### src/rtl/feature_deserializer_if.sv
// Bus between the ui_in byte stream source and the feature deserializer.
// master drives the stream and ready; slave is the deserializer.
interface feature_deserializer_if #(
   parameter int N_WORDS = 5,
   parameter int W_DATA  = 5,
   parameter int W_POS   = 3
);
   logic                        ena;
   logic [W_DATA+W_POS-1:0]     ui_in;
   logic                        feat_ready;
   logic [N_WORDS*W_DATA-1:0]   feat_vec;
   logic                        feat_valid;
   logic                        seq_err;
   logic [7:0]                  frame_cnt;
   logic [W_POS-1:0]            word_idx;

   modport master (
      output ena, ui_in, feat_ready,
      input  feat_vec, feat_valid, seq_err, frame_cnt, word_idx
   );

   modport slave (
      input  ena, ui_in, feat_ready,
      output feat_vec, feat_valid, seq_err, frame_cnt, word_idx
   );
endinterface

### src/rtl/feature_deserializer.sv
// Collects tagged, bit-reversed feature words into a packed vector with valid/ready.
// FEAT_SEQ_CHECK_EN: strict in-order capture with sticky seq_err; otherwise any-order fill mask.
module feat_slot #(
   parameter int W = 5
) (
   input  logic         clk,
   input  logic         rst_n,
   input  logic         we,
   input  logic [W-1:0] d,
   output logic [W-1:0] q
);
   always_ff @(posedge clk or negedge rst_n) begin
      if (!rst_n)  q <= '0;
      else if (we) q <= d;
   end
endmodule

module feature_deserializer #(
   parameter int N_WORDS = 5,
   parameter int W_DATA  = 5,
   parameter int W_POS   = 3
) (
   input  logic                  clk,
   input  logic                  rst_n,
   feature_deserializer_if.slave bus
);
   localparam logic [W_POS-1:0] LAST = W_POS'(N_WORDS-1);

   typedef enum logic {COLLECT, VALID} state_t;

   state_t                          state, state_n;
   logic [W_POS-1:0]                pos, exp_idx, last_pos, last_pos_n;
   logic [W_DATA-1:0]               word;
   logic [N_WORDS-1:0]              slot_we, pos_hot;
   logic [N_WORDS-1:0][W_DATA-1:0]  slot_q;
   logic [7:0]                      frame_cnt;
   logic                            hs;

   assign pos = bus.ui_in[W_POS-1:0];
   assign hs  = (state == VALID) && bus.feat_ready;

   // Word arrives MSB-first on the upper bits; undo the reversal.
   always_comb begin
      word = '0;
      for (int i = 0; i < W_DATA; i++) word[i] = bus.ui_in[W_DATA+W_POS-1-i];
   end

   always_comb begin
      pos_hot = '0;
      for (int k = 0; k < N_WORDS; k++) pos_hot[k] = (pos == W_POS'(k));
   end

   for (genvar k = 0; k < N_WORDS; k++) begin : g_slot
      feat_slot #(.W(W_DATA)) u_slot (
         .clk (clk),
         .rst_n (rst_n),
         .we  (slot_we[k]),
         .d   (word),
         .q   (slot_q[k])
      );
   end

`ifdef FEAT_SEQ_CHECK_EN
   logic [W_POS-1:0] exp_idx_n;
   logic             seq_err_q, seq_err_n;

   always_comb begin
      state_n    = state;
      exp_idx_n  = exp_idx;
      last_pos_n = last_pos;
      seq_err_n  = seq_err_q;
      slot_we    = '0;
      case (state)
         COLLECT: if (bus.ena) begin
            if (pos == last_pos) begin
               // repeat of the previous word, or the stale final word
            end else if (pos == exp_idx) begin
               slot_we    = pos_hot;
               last_pos_n = pos;
               exp_idx_n  = exp_idx + 1'b1;
               if (pos == LAST) state_n = VALID;
            end else begin
               seq_err_n  = 1'b1;
               exp_idx_n  = '0;
               last_pos_n = LAST;
            end
         end
         VALID: if (bus.feat_ready) begin
            state_n   = COLLECT;
            exp_idx_n = '0;
         end
         default: state_n = COLLECT;
      endcase
   end

   always_ff @(posedge clk or negedge rst_n) begin
      if (!rst_n) begin
         exp_idx   <= '0;
         seq_err_q <= 1'b0;
      end else begin
         exp_idx   <= exp_idx_n;
         seq_err_q <= seq_err_n;
      end
   end

   assign bus.seq_err = seq_err_q;
`else
   logic [N_WORDS-1:0] fill, fill_n;

   always_comb begin
      state_n    = state;
      last_pos_n = last_pos;
      fill_n     = fill;
      slot_we    = '0;
      case (state)
         COLLECT: if (bus.ena && pos != last_pos && |pos_hot) begin
            slot_we    = pos_hot;
            fill_n     = fill | pos_hot;
            last_pos_n = pos;
            if (&fill_n) state_n = VALID;
         end
         VALID: if (bus.feat_ready) begin
            state_n = COLLECT;
            fill_n  = '0;
         end
         default: state_n = COLLECT;
      endcase
   end

   // Debug index reports the lowest slot still missing.
   always_comb begin
      exp_idx = '0;
      for (int k = N_WORDS-1; k >= 0; k--) if (!fill[k]) exp_idx = W_POS'(k);
   end

   always_ff @(posedge clk or negedge rst_n) begin
      if (!rst_n) fill <= '0;
      else        fill <= fill_n;
   end

   assign bus.seq_err = 1'b0;
`endif

   always_ff @(posedge clk or negedge rst_n) begin
      if (!rst_n) begin
         state     <= COLLECT;
         last_pos  <= LAST;
         frame_cnt <= '0;
      end else begin
         state    <= state_n;
         last_pos <= last_pos_n;
         if (hs && frame_cnt != 8'hFF) frame_cnt <= frame_cnt + 8'd1;
      end
   end

   assign bus.feat_vec   = slot_q;
   assign bus.feat_valid = (state == VALID);
   assign bus.frame_cnt  = frame_cnt;
   assign bus.word_idx   = (state == VALID) ? '0 : exp_idx;
endmodule

### src/flat_wrapper.sv
// flat-port wrapper written by rule: the top's interface ports become plain ports
module feature_deserializer_flat 
#(
   parameter int N_WORDS = 5,
   parameter int W_DATA  = 5,
   parameter int W_POS   = 3
)
  (clk, rst_n, bus_ena, bus_ui_in, bus_feat_ready, bus_feat_vec, bus_feat_valid, bus_seq_err, bus_frame_cnt, bus_word_idx);
  feature_deserializer_if #(.N_WORDS(N_WORDS), .W_DATA(W_DATA), .W_POS(W_POS)) bus_i ();
  input  logic clk;
  input  logic rst_n;
  input wire logic [$bits(bus_i.ena)-1:0] bus_ena;
  input wire logic [$bits(bus_i.ui_in)-1:0] bus_ui_in;
  input wire logic [$bits(bus_i.feat_ready)-1:0] bus_feat_ready;
  output wire logic [$bits(bus_i.feat_vec)-1:0] bus_feat_vec;
  output wire logic [$bits(bus_i.feat_valid)-1:0] bus_feat_valid;
  output wire logic [$bits(bus_i.seq_err)-1:0] bus_seq_err;
  output wire logic [$bits(bus_i.frame_cnt)-1:0] bus_frame_cnt;
  output wire logic [$bits(bus_i.word_idx)-1:0] bus_word_idx;
  assign bus_i.ena = bus_ena;
  assign bus_i.ui_in = bus_ui_in;
  assign bus_i.feat_ready = bus_feat_ready;
  assign bus_feat_vec = bus_i.feat_vec;
  assign bus_feat_valid = bus_i.feat_valid;
  assign bus_seq_err = bus_i.seq_err;
  assign bus_frame_cnt = bus_i.frame_cnt;
  assign bus_word_idx = bus_i.word_idx;
  feature_deserializer #(.N_WORDS(N_WORDS), .W_DATA(W_DATA), .W_POS(W_POS)) u_core (.clk(clk), .rst_n(rst_n), .bus(bus_i));
endmodule
### config.mk
export PLATFORM = sky130hd
export DESIGN_NAME = feature_deserializer_flat
export DESIGN_NICKNAME = d
export VERILOG_FILES = /design/src/rtl/feature_deserializer_if.sv /design/src/rtl/feature_deserializer.sv /design/src/flat_wrapper.sv
export SDC_FILE = /design/constraint.sdc
export NUM_CORES = 1
export LEC_CHECK = 0
export CAP_MARGIN = 10
export CORE_UTILIZATION = 48
export DETAILED_ROUTE_END_ITERATION = 10
export PLACE_DENSITY = 0.87
export REMOVE_ABC_BUFFERS = 1
export SYNTH_ARGS = -nofsm -noshare
export SYNTH_HDL_FRONTEND = slang
export SYNTH_SLANG_ARGS = --single-unit
### constraint.sdc
create_clock -name clk -period 2.3 [get_ports clk]
set_input_delay 0.23 -clock clk [delete_from_list [all_inputs] [get_ports clk]]
set_output_delay 0.23 -clock clk [all_outputs]
set_load 0.01 [all_outputs]
# ---- Word-level counts from Yosys, hierarchy flattened
# Index checks and enable logic that the tools add are counted.
dict set report word_totals {
  in_bits 12
  reg_bits 42
}
dict set report classes {
  n_reduce_logical 9
  n_eq_ne 8
  add_sub_neg 1
  bitwise_logic 2
  mux 15
}
# op count
set op_table {}
lappend op_table {{5-bit two-way mux} 4}
lappend op_table {{3-bit two-way mux} 6}
lappend op_table {{5-bit case mux with 2 select lines} 1}
lappend op_table {{8-bit by 1-bit adder with 8-bit output, second input constant} 1}
lappend op_table {{8-bit inequality test, second input constant} 1}
lappend op_table {{3-bit by 2-bit == test with 1-bit output, second input constant} 2}
lappend op_table {{5-bit bitwise OR} 1}
lappend op_table {{5-bit AND reduction} 1}
lappend op_table {{5-bit OR reduction} 1}
lappend op_table {{1-bit logical AND} 4}
lappend op_table {{2-bit AND reduction} 2}
lappend op_table {{3-bit by 1-bit == test with 1-bit output, second input constant} 1}
lappend op_table {{3-bit == test, second input constant} 1}
lappend op_table {{3-bit zero test} 1}
lappend op_table {{1-bit two-way mux} 3}
lappend op_table {{3-bit inequality test} 1}
lappend op_table {{2-bit by 1-bit inequality test with 1-bit output, second input constant} 1}
lappend op_table {{2-bit inequality test, second input constant} 1}
lappend op_table {{1-bit case mux with 2 select lines} 1}
lappend op_table {{1-bit inverter} 1}

# ---- Logic depth before layout (Yosys ltp)
# Gate-level depths: netlist of run 1.
dict set report logic_depth {
  ltp_word 6
  ltp_mapped 6
  mapped_depth_nobuf 5
}

# ---- Modules after synthesis
# From an unflattened synthesis of run 1, not the netlist that was laid out.
dict set report hier_totals {
  cells_unflattened 141
  area_unflattened_um2 1858.0
}
# mod seq_area_each_um2 area_per_inst_um2 n_inst cells_each
set modules_own_cells {}
lappend modules_own_cells {feature_deserializer 426.7 950.9 1 91}
lappend modules_own_cells {feat_slot 125.1 181.4 5 10}

# ---- Worst setup path after synthesis of run 1
# Ideal clock, no wire load.
dict set report synth_timing {
  kind {reg2reg}
  startpoint {register u_core.last_pos[2]}
  endpoint {register u_core.g_slot[1].u_slot.q[0]}
  path_buffers 1
  stages_incl_launch_ff 6
  setup_time_ns 0.125
  synth_period_minus_slack_ns 1.885
  t_arrival_ns 1.760
  path_slack_ns 0.415
  cell_sequence {dfstp_2 -> xor2_1 -> o31ai_2 -> or4b_1 -> buf_2 -> mux2_4}
}
dict set report synth_via {
  elab_chain_cells 5
}
# element line_no
set synth_rtl {}
lappend synth_rtl {{from (decl)} feature_deserializer.sv:32} ;# logic [W_POS-1:0] pos, exp_idx, last_pos, last_pos_n;
lappend synth_rtl {{from (signal assigned)} feature_deserializer.sv:151} ;# last_pos <= last_pos_n;
lappend synth_rtl {{3-bit inequality test} feature_deserializer.sv:116} ;# COLLECT: if (bus.ena && pos != last_pos && |pos_hot) begin
lappend synth_rtl {{1-bit logical AND (2 in series)} feature_deserializer.sv:116}
lappend synth_rtl {{5-bit two-way mux} feature_deserializer.sv:116}
lappend synth_rtl {{5-bit two-way mux} feature_deserializer.sv:115} ;# case (state)
lappend synth_rtl {{to (signal assigned)} feature_deserializer.sv:13} ;# if (!rst_n) q <= '0;
lappend synth_rtl {{to (signal assigned)} feature_deserializer.sv:14} ;# else if (we) q <= d;
lappend synth_rtl {{to (decl)} feature_deserializer.sv:10} ;# output logic [W-1:0] q
# No other way between the ends.
# A chain may end at the register's enable or synchronous reset.

# ---- Worst setup path after layout of run 1
dict set report layout_timing {
  startpoint {register u_core.state, in the netlist u_core.bus.feat_valid}
  endpoint {output bus_word_idx[2]}
}
dict set report layout_via {
  elab_chain_cells 1
}
# element line_no
set layout_rtl {}
lappend layout_rtl {{from (decl)} feature_deserializer.sv:31} ;# state_t state, state_n;
lappend layout_rtl {{from (signal assigned)} feature_deserializer.sv:150} ;# state <= state_n;
lappend layout_rtl {{3-bit two-way mux} feature_deserializer.sv:159} ;# assign bus.word_idx = (state == VALID) ? '0 : exp_idx;
lappend layout_rtl {{to (decl)} flat_wrapper.sv:19} ;# output wire logic [$bits(bus_i.word_idx)-1:0] bus_word_idx;
# No other way between the ends.

==> metrics.md, run 1 <==
| Metric | Value |
|---|---|
| RSZ-0062 raised after global routing | false |
| Peak Freq | 502 MHz |
| WL/cell | about 15 um |
| Via density | roughly 5.4 |
| Mapped Cells | 156 |
| Ratio of final minimum period to clock period | 86.5% |
| Initial DRC Count | 49 |
| Final min period | 1.99 ns |
| CTS sink cnt | between 40 and 50 |
| Clock transition at the registers of the reported paths | about 0.08 ns |
| Vias in the first global route | between 1,000 and 1,500 |
| Peak VDD IR | just over 0.8 mV |
| Largest net degree at the start of global routing | between 40 and 50 |
| Element type at the critical path end | output port |
| GRT overflow | 0 |
| Cts bufs inserted | 5 |
| Cell area after synthesis | 1890 um2 |
| Number of max-cap violations | 0 |
| Util after Layout | around 69% |
| Layout cells sized above 1 | 19.1% |
| Global-route usage over all layers | a little over a fifth |
| #FFs+latches synth | 42 |
| CP arrival | approximately 1.8 ns |
| Met1 Track Usage GR | about a quarter |
| YS warnings | 0 |
| GP Congestion | 0.785 |
| Final Max Slew Viols | 0 |
| PostCTS Resize Cnt | 0 |
| Relative slew margins | 40.3% |
| # nets final | 227 |
| Die ar. | 4190 um2 |
| Root buf cell | clkbuf_8 |
| Routed WL | between 4000 and 5000 um |
| Clk Latency, worst-skew pair | about 0.30 ns |
| Power per cell area | about 1200 nW/um2 |
| TritonCTS clock tree | built |
| M2 GR Usage | roughly a third |
| Initial antenna violation count | 0 |
| Rows | 22 |
| Post-Syn Area per Cell | 12.1 um2 |
| Num ports | 50 |
| Global-route wire length before repair | 6490 um |
| Total number of vias | 1,420 |
| Final hold vios | 0 |
| Antenna cells | 0 |
| Main synth FF type | dfrtp_1 |
| H-Tree Depth | 2 |
| Postcts setup bufs | 0 |
| Number of synthesized flops with an enable pin | 0 |
| Commonest non-fill, non-tap cell in the layout | clkdlybuf4s50_1 |
| Initial core utilization | 50.8% |
| Post-cts hold buffer count | 0 |
| Met3 Use GR | a little under a tenth |
| Slowest stage cell, crit path | clkdlybuf4s50_1 |
| Critical path's largest stage delay | approximately 0.57 ns |
| Leak Pwr | about 1.1 nW |
| Distinct cell type count after synthesis | 34 |
| Worst Skew | 0.00430 ns |
| Residual DRC count | 0 |
| Worst Path Max Fanout | 7 |
| Worst-margin pin slew | approximately 0.9 ns |
| P&R area growth vs syn | 35.2% |
| Post-synthesis sequential area ratio | ~56% |
| Setup violators final | 0 |
| Die height | approximately 65 um |
| Outcome | completed |
| Critical Path RT | 2.07 ns |
| Antenna viol nets, final | 0 |
| Worst-path cell chain | inv_1, nand3_1, nor3_1, clkdlybuf4s50_1 |
| Asr flop ratio synth | 100% |
| IO Port Bufs | 48 |
| 1st-pass router iterations | 5 |
| CP Launch Type | register |
| Clock buffer depth | 2 |
| Top Usage Layer GRT | met2 |
| Kind of critical path | reg2out |
| Core area | roughly 3700 um2 |
| Most frequent cells in the layout | 47 x clkdlybuf4s50_1, 41 x dfrtp_1, 16 x mux2_2, 15 x nand2_1 |
| Worst min-delay path class | in2async |
| Die extent in x | ~65 um |
| Setup tns final | 0 ns |
| Post-DP HPWL | ~2900 um |
## stage by stage
stage	instance area [um2]	std cells	total power, mW	hold WS [ns]	setup slack (ns)
after floorplan	1850	150	1.80	-0.0656	0.364
after global placement	2460	255	2.47	0.409	0.101
after detailed placement	2460	255	2.52	0.414	0.0644
after CTS	2550	263	3.03	0.0832	0.301
after global routing	2550	263	3.18	0.132	0.201
final	2550	263	3.00	0.0534	0.309
## sequential cells by signal, summed over array words and instances, names as in the netlist
name and flops:
u_core.last_pos 3, u_core.bus.feat_valid 1, u_core.g_slot.u_slot.q 25, u_core.fill 5, u_core.bus.frame_cnt 8
## where the power goes
group          total, mW  switching (mW)  internal [mW]
clock              0.501           0.260          0.241
combinational       1.21           0.458          0.756
sequential          1.29           0.246           1.04
total               3.00           0.964           2.04
## critical path, delay by kind of cell (launching register included)
family,cells,cell delay (ns)
flops,1,0.47
buf+inv,2,0.70
simple gates,2,0.30
## synth_stat cells (4+ instances only)
cell / number / area share, %
dfrtp_1: 41 / 54
mux2_2: 16 / 9.5
nand2_1: 15 / 3.0
a21oi_1: 9 / 2.4
nor2_1: 9 / 1.8
nand3_1: 8 / 2.1
mux2_1: 5 / 3.0
mux2_4: 5 / 4.0
inv_1: 4 / 0.80
o21a_1: 4 / 1.6
xor2_1: 4 / 1.9
## final timing paths
check | from | end | slack [ns] | depth (start not counted)
min | rst_n | u_core.bus.frame_cnt[7] | 0.05 | 1
min reg2reg | u_core.g_slot[3].u_slot.q[2] | u_core.g_slot[3].u_slot.q[2] | 0.51 | 1
max reg2reg | u_core.last_pos[2] | u_core.g_slot[2].u_slot.q[3] | 0.33 | 4
max | u_core.bus.feat_valid | bus_word_idx[2] | 0.31 | 4
max in group asynchronous | rst_n | u_core.bus.frame_cnt[2] | 1.69 | 1
min in group clk | u_core.g_slot[3].u_slot.q[2] | u_core.g_slot[3].u_slot.q[2] | 0.51 | 1
## cell type report
| type | instances | area (um2) |
|---|---|---|
| clock inverter | 2 | 12.5 |
| tap | 48 | 60.1 |
| clock buffer | 6 | 82.6 |
| multi-input combinational | 104 | 786 |
| inverter | 4 | 15.0 |
| timing repair buffer | 57 | 543 |
| fill | 294 | 1160 |
| sequential | 42 | 1050 |
## cell families (layout without fill, tap and decap cells)
logic type	count (synthesis)	after routing	share of synthesized area [%]
DFF	42	42	55.8
and+or+nand+nor	46	46	12.3
AOI/OAI and AO/OA	21	21	7.63
muxes	29	29	18.1
xor gates and xnor gates	6	6	2.79
other	1	1	0.199
buffers and inverters	10	69	2.59
adders and majority gates	1	1	0.663
## per-layer routing
metal	wire, um	up-vias
met5	0	-
met4	49	0
met3	327	5
met2	1940	53
met1	1720	695
li1	-	667
No activity file was read; power rests on OpenSTA's default activity.
==> inputs of run 2 (changes only) <==
--- a/config.mk
+++ b/config.mk
@@ -6,6 +6,7 @@
 export NUM_CORES = 1
 export LEC_CHECK = 0
 export CAP_MARGIN = 10
+export CORE_MARGIN = 4
 export CORE_UTILIZATION = 48
 export DETAILED_ROUTE_END_ITERATION = 10
 export PLACE_DENSITY = 0.87
==> run 2 against run 1 <==
  * Sequential share of layout area shrank 0.22 points
  * Global-route usage down 3.4 points
  * Utilization grew 0.37 points
  * Non-clock buffer count down 1
  * Cell count is 0.38% lower
  * Register-to-register slack got worse by 0.06 ns
  * Die area grew 19%
  * Combinational power barely moved
  * Sequential cell count unchanged
  * Design area grew 0.54%
==> metrics.md, run 2 (synthesis results as in run 1) <==
| Metric | Value |
|---|---|
| Met2 WL | between 1500 and 2000 um |
| Element type at the critical path end | register |
| Postcts setup bufs | 0 |
| Ratio of final minimum period to clock period | 88.1% |
| Final Worst Setup Slack | 0.273 ns |
| RSZ-0062 raised after global routing | false |
| Power per cell area | between 1000 and 1500 nW/um2 |
| Setup violators final | 0 |
| Via density | roughly 5.3 |
| Critical Path RT | ~2.5 ns |
| Setup tns final | 0 ns |
| Util after Layout | between 60% and 70% |
| Reg with most FFs | u_core.g_slot.u_slot.q |
| Die height | between 70 and 80 um |
| DR top layer | met4 |
| 1st-pass router iterations | 4 |
| Total number of vias | roughly 1,400 |
| Leak Pwr | ~1.1 nW |
| GP Congestion | ~0.84 |
| Vias in the first global route | between 1,000 and 1,500 |
| Residual DRC count | 0 |
| H-Tree Depth | 2 |
| Pwr Total | a little over 3 mW |
| Num ports | 50 |
| TritonCTS clock tree | built |
| Global-route usage over all layers | 17.8% |
| Core area | ~3700 um2 |
| Met3 WL post-DR | between 300 and 400 um |
| Post-cts hold buffer count | 0 |
| Largest net degree at the start of global routing | 43 |
| Largest register FFs | 25 |
| Final hold vios | 0 |
| Met1 wire length | between 1500 and 2000 um |
| Layout cells sized above 1 | a little under a fifth |
| Die extent in x | 70.7 um |
| Number of max-cap violations | 0 |
| Worst Skew | approximately 0.0076 ns |
| Worst Path Max Fanout | 6 |
| Final min period | between 2 and 2.5 ns |
| Antenna cells | 0 |
| Routed WL | between 4000 and 5000 um |
| Root buf cell | clkbuf_8 |
| Clock buffer depth | 2 |
| Antenna viol nets, final | 0 |
| WL/cell | about 16 um |
| Initial core utilization | roughly 51% |
| Peak VDD IR | 0.683 mV |
| GRT overflow | 0 |
| IO Port Bufs | 48 |
| PostCTS Resize Cnt | 0 |
| Post-DP HPWL | between 2000 and 3000 um |
| Cts bufs inserted | 5 |
| P&R area growth vs syn | 35.9% |
| Initial DRC Count | 44 |
| Kind of critical path | reg2reg |
| Relative slew margins | approximately 40% |
| CP arrival | 2.21 ns |
| Top Registers | u_core.g_slot.u_slot.q: 25 flops, u_core.bus.frame_cnt: 8 flops, u_core.fill: 5 flops |
| Most frequent cells in the layout | 47 x clkdlybuf4s50_1, 41 x dfrtp_1, 16 x mux2_2, 15 x nand2_1 |
| Commonest non-fill, non-tap cell in the layout | clkdlybuf4s50_1 |
| # nets final | 226 |
| Initial antenna violation count | 0 |
| Clk Latency, worst-skew pair | roughly 0.30 ns |
| Rows | 22 |
| Global-route wire length before repair | 6870 um |
| CP Launch Type | register |
| Worst-margin pin slew | between 0.9 and 1 ns |
| Worst Reg-to-Reg Cells | 4 |
| CTS sink cnt | 42 |
| Worst min-delay path class | in2async |
| Pre-CTS setup slack | 0.0303 ns |
| Peak Freq | about 490 MHz |
| Final Max Slew Viols | 0 |
| Clock transition at the registers of the reported paths | approximately 0.080 ns |
| Die ar. | between 4000 and 5000 um2 |
| Outcome | completed |
[run 2: cell count changes in the layout (fill, tap and decap cells not counted)]
cell	change
buf_4	-1
bufinv_16	+1
clkbuf_1	+1
clkinv_2	-1
clkinvlp_4	-1
[run 2: report_power, final]
group	leakage, nW	switching (mW)	internal [mW]
clock	0.0585	0.248	0.354
combinational	0.546	0.475	0.760
sequential	0.504	0.231	1.04
total	1.11	0.954	2.16
[run 2: worst paths after layout]
path                                              start                      endpoint  slack [ns]
setup / recovery                     u_core.last_pos[2]  u_core.g_slot[1].u_slot.q[0]        0.27
hold / removal                                    rst_n       u_core.bus.frame_cnt[6]        0.06
setup reg to reg                     u_core.last_pos[2]  u_core.g_slot[1].u_slot.q[0]        0.27
hold reg to reg            u_core.g_slot[2].u_slot.q[1]  u_core.g_slot[2].u_slot.q[1]        0.50
max in group asynchronous                         rst_n  u_core.g_slot[4].u_slot.q[1]        1.67
min in group clk           u_core.g_slot[2].u_slot.q[1]  u_core.g_slot[2].u_slot.q[1]        0.50
[run 2: per-layer routing]
metal  global-route usage [%]  vias up
met5                        0        -
met2                     27.4       46
met4                     5.01        0
li1                         -      665
met3                     8.95        6
met1                     22.3      674
[run 2: final cells by class]
type	count	area, um2
Clock buffer	7	86.3
Clock inverter	1	30.0
Fill cell	286	1150
Inverter	4	15.0
Multi-Input combinational cell	104	786
Sequential cell	42	1050
Tap cell	48	60.1
Timing Repair Buffer	56	536
[run 2: through the flow]
| step | hold slack [ns] | std cells | cell area [um2] |
|---|---|---|---|
| finish | 0.0557 | 262 | 2560 |
| global route | 0.124 | 262 | 2560 |
| floorplan | -0.0656 | 150 | 1850 |
| global placement | 0.403 | 254 | 2450 |
| CTS | 0.0953 | 262 | 2560 |
| detailed placement | 0.414 | 254 | 2450 |
[run 2: critical path, stage by stage, from the launching register on]
cell and delay, ns:
dfstp_2 0.57, xor2_1 0.18, o31ai_2 0.10, or4b_1 0.71, mux2_4 0.36
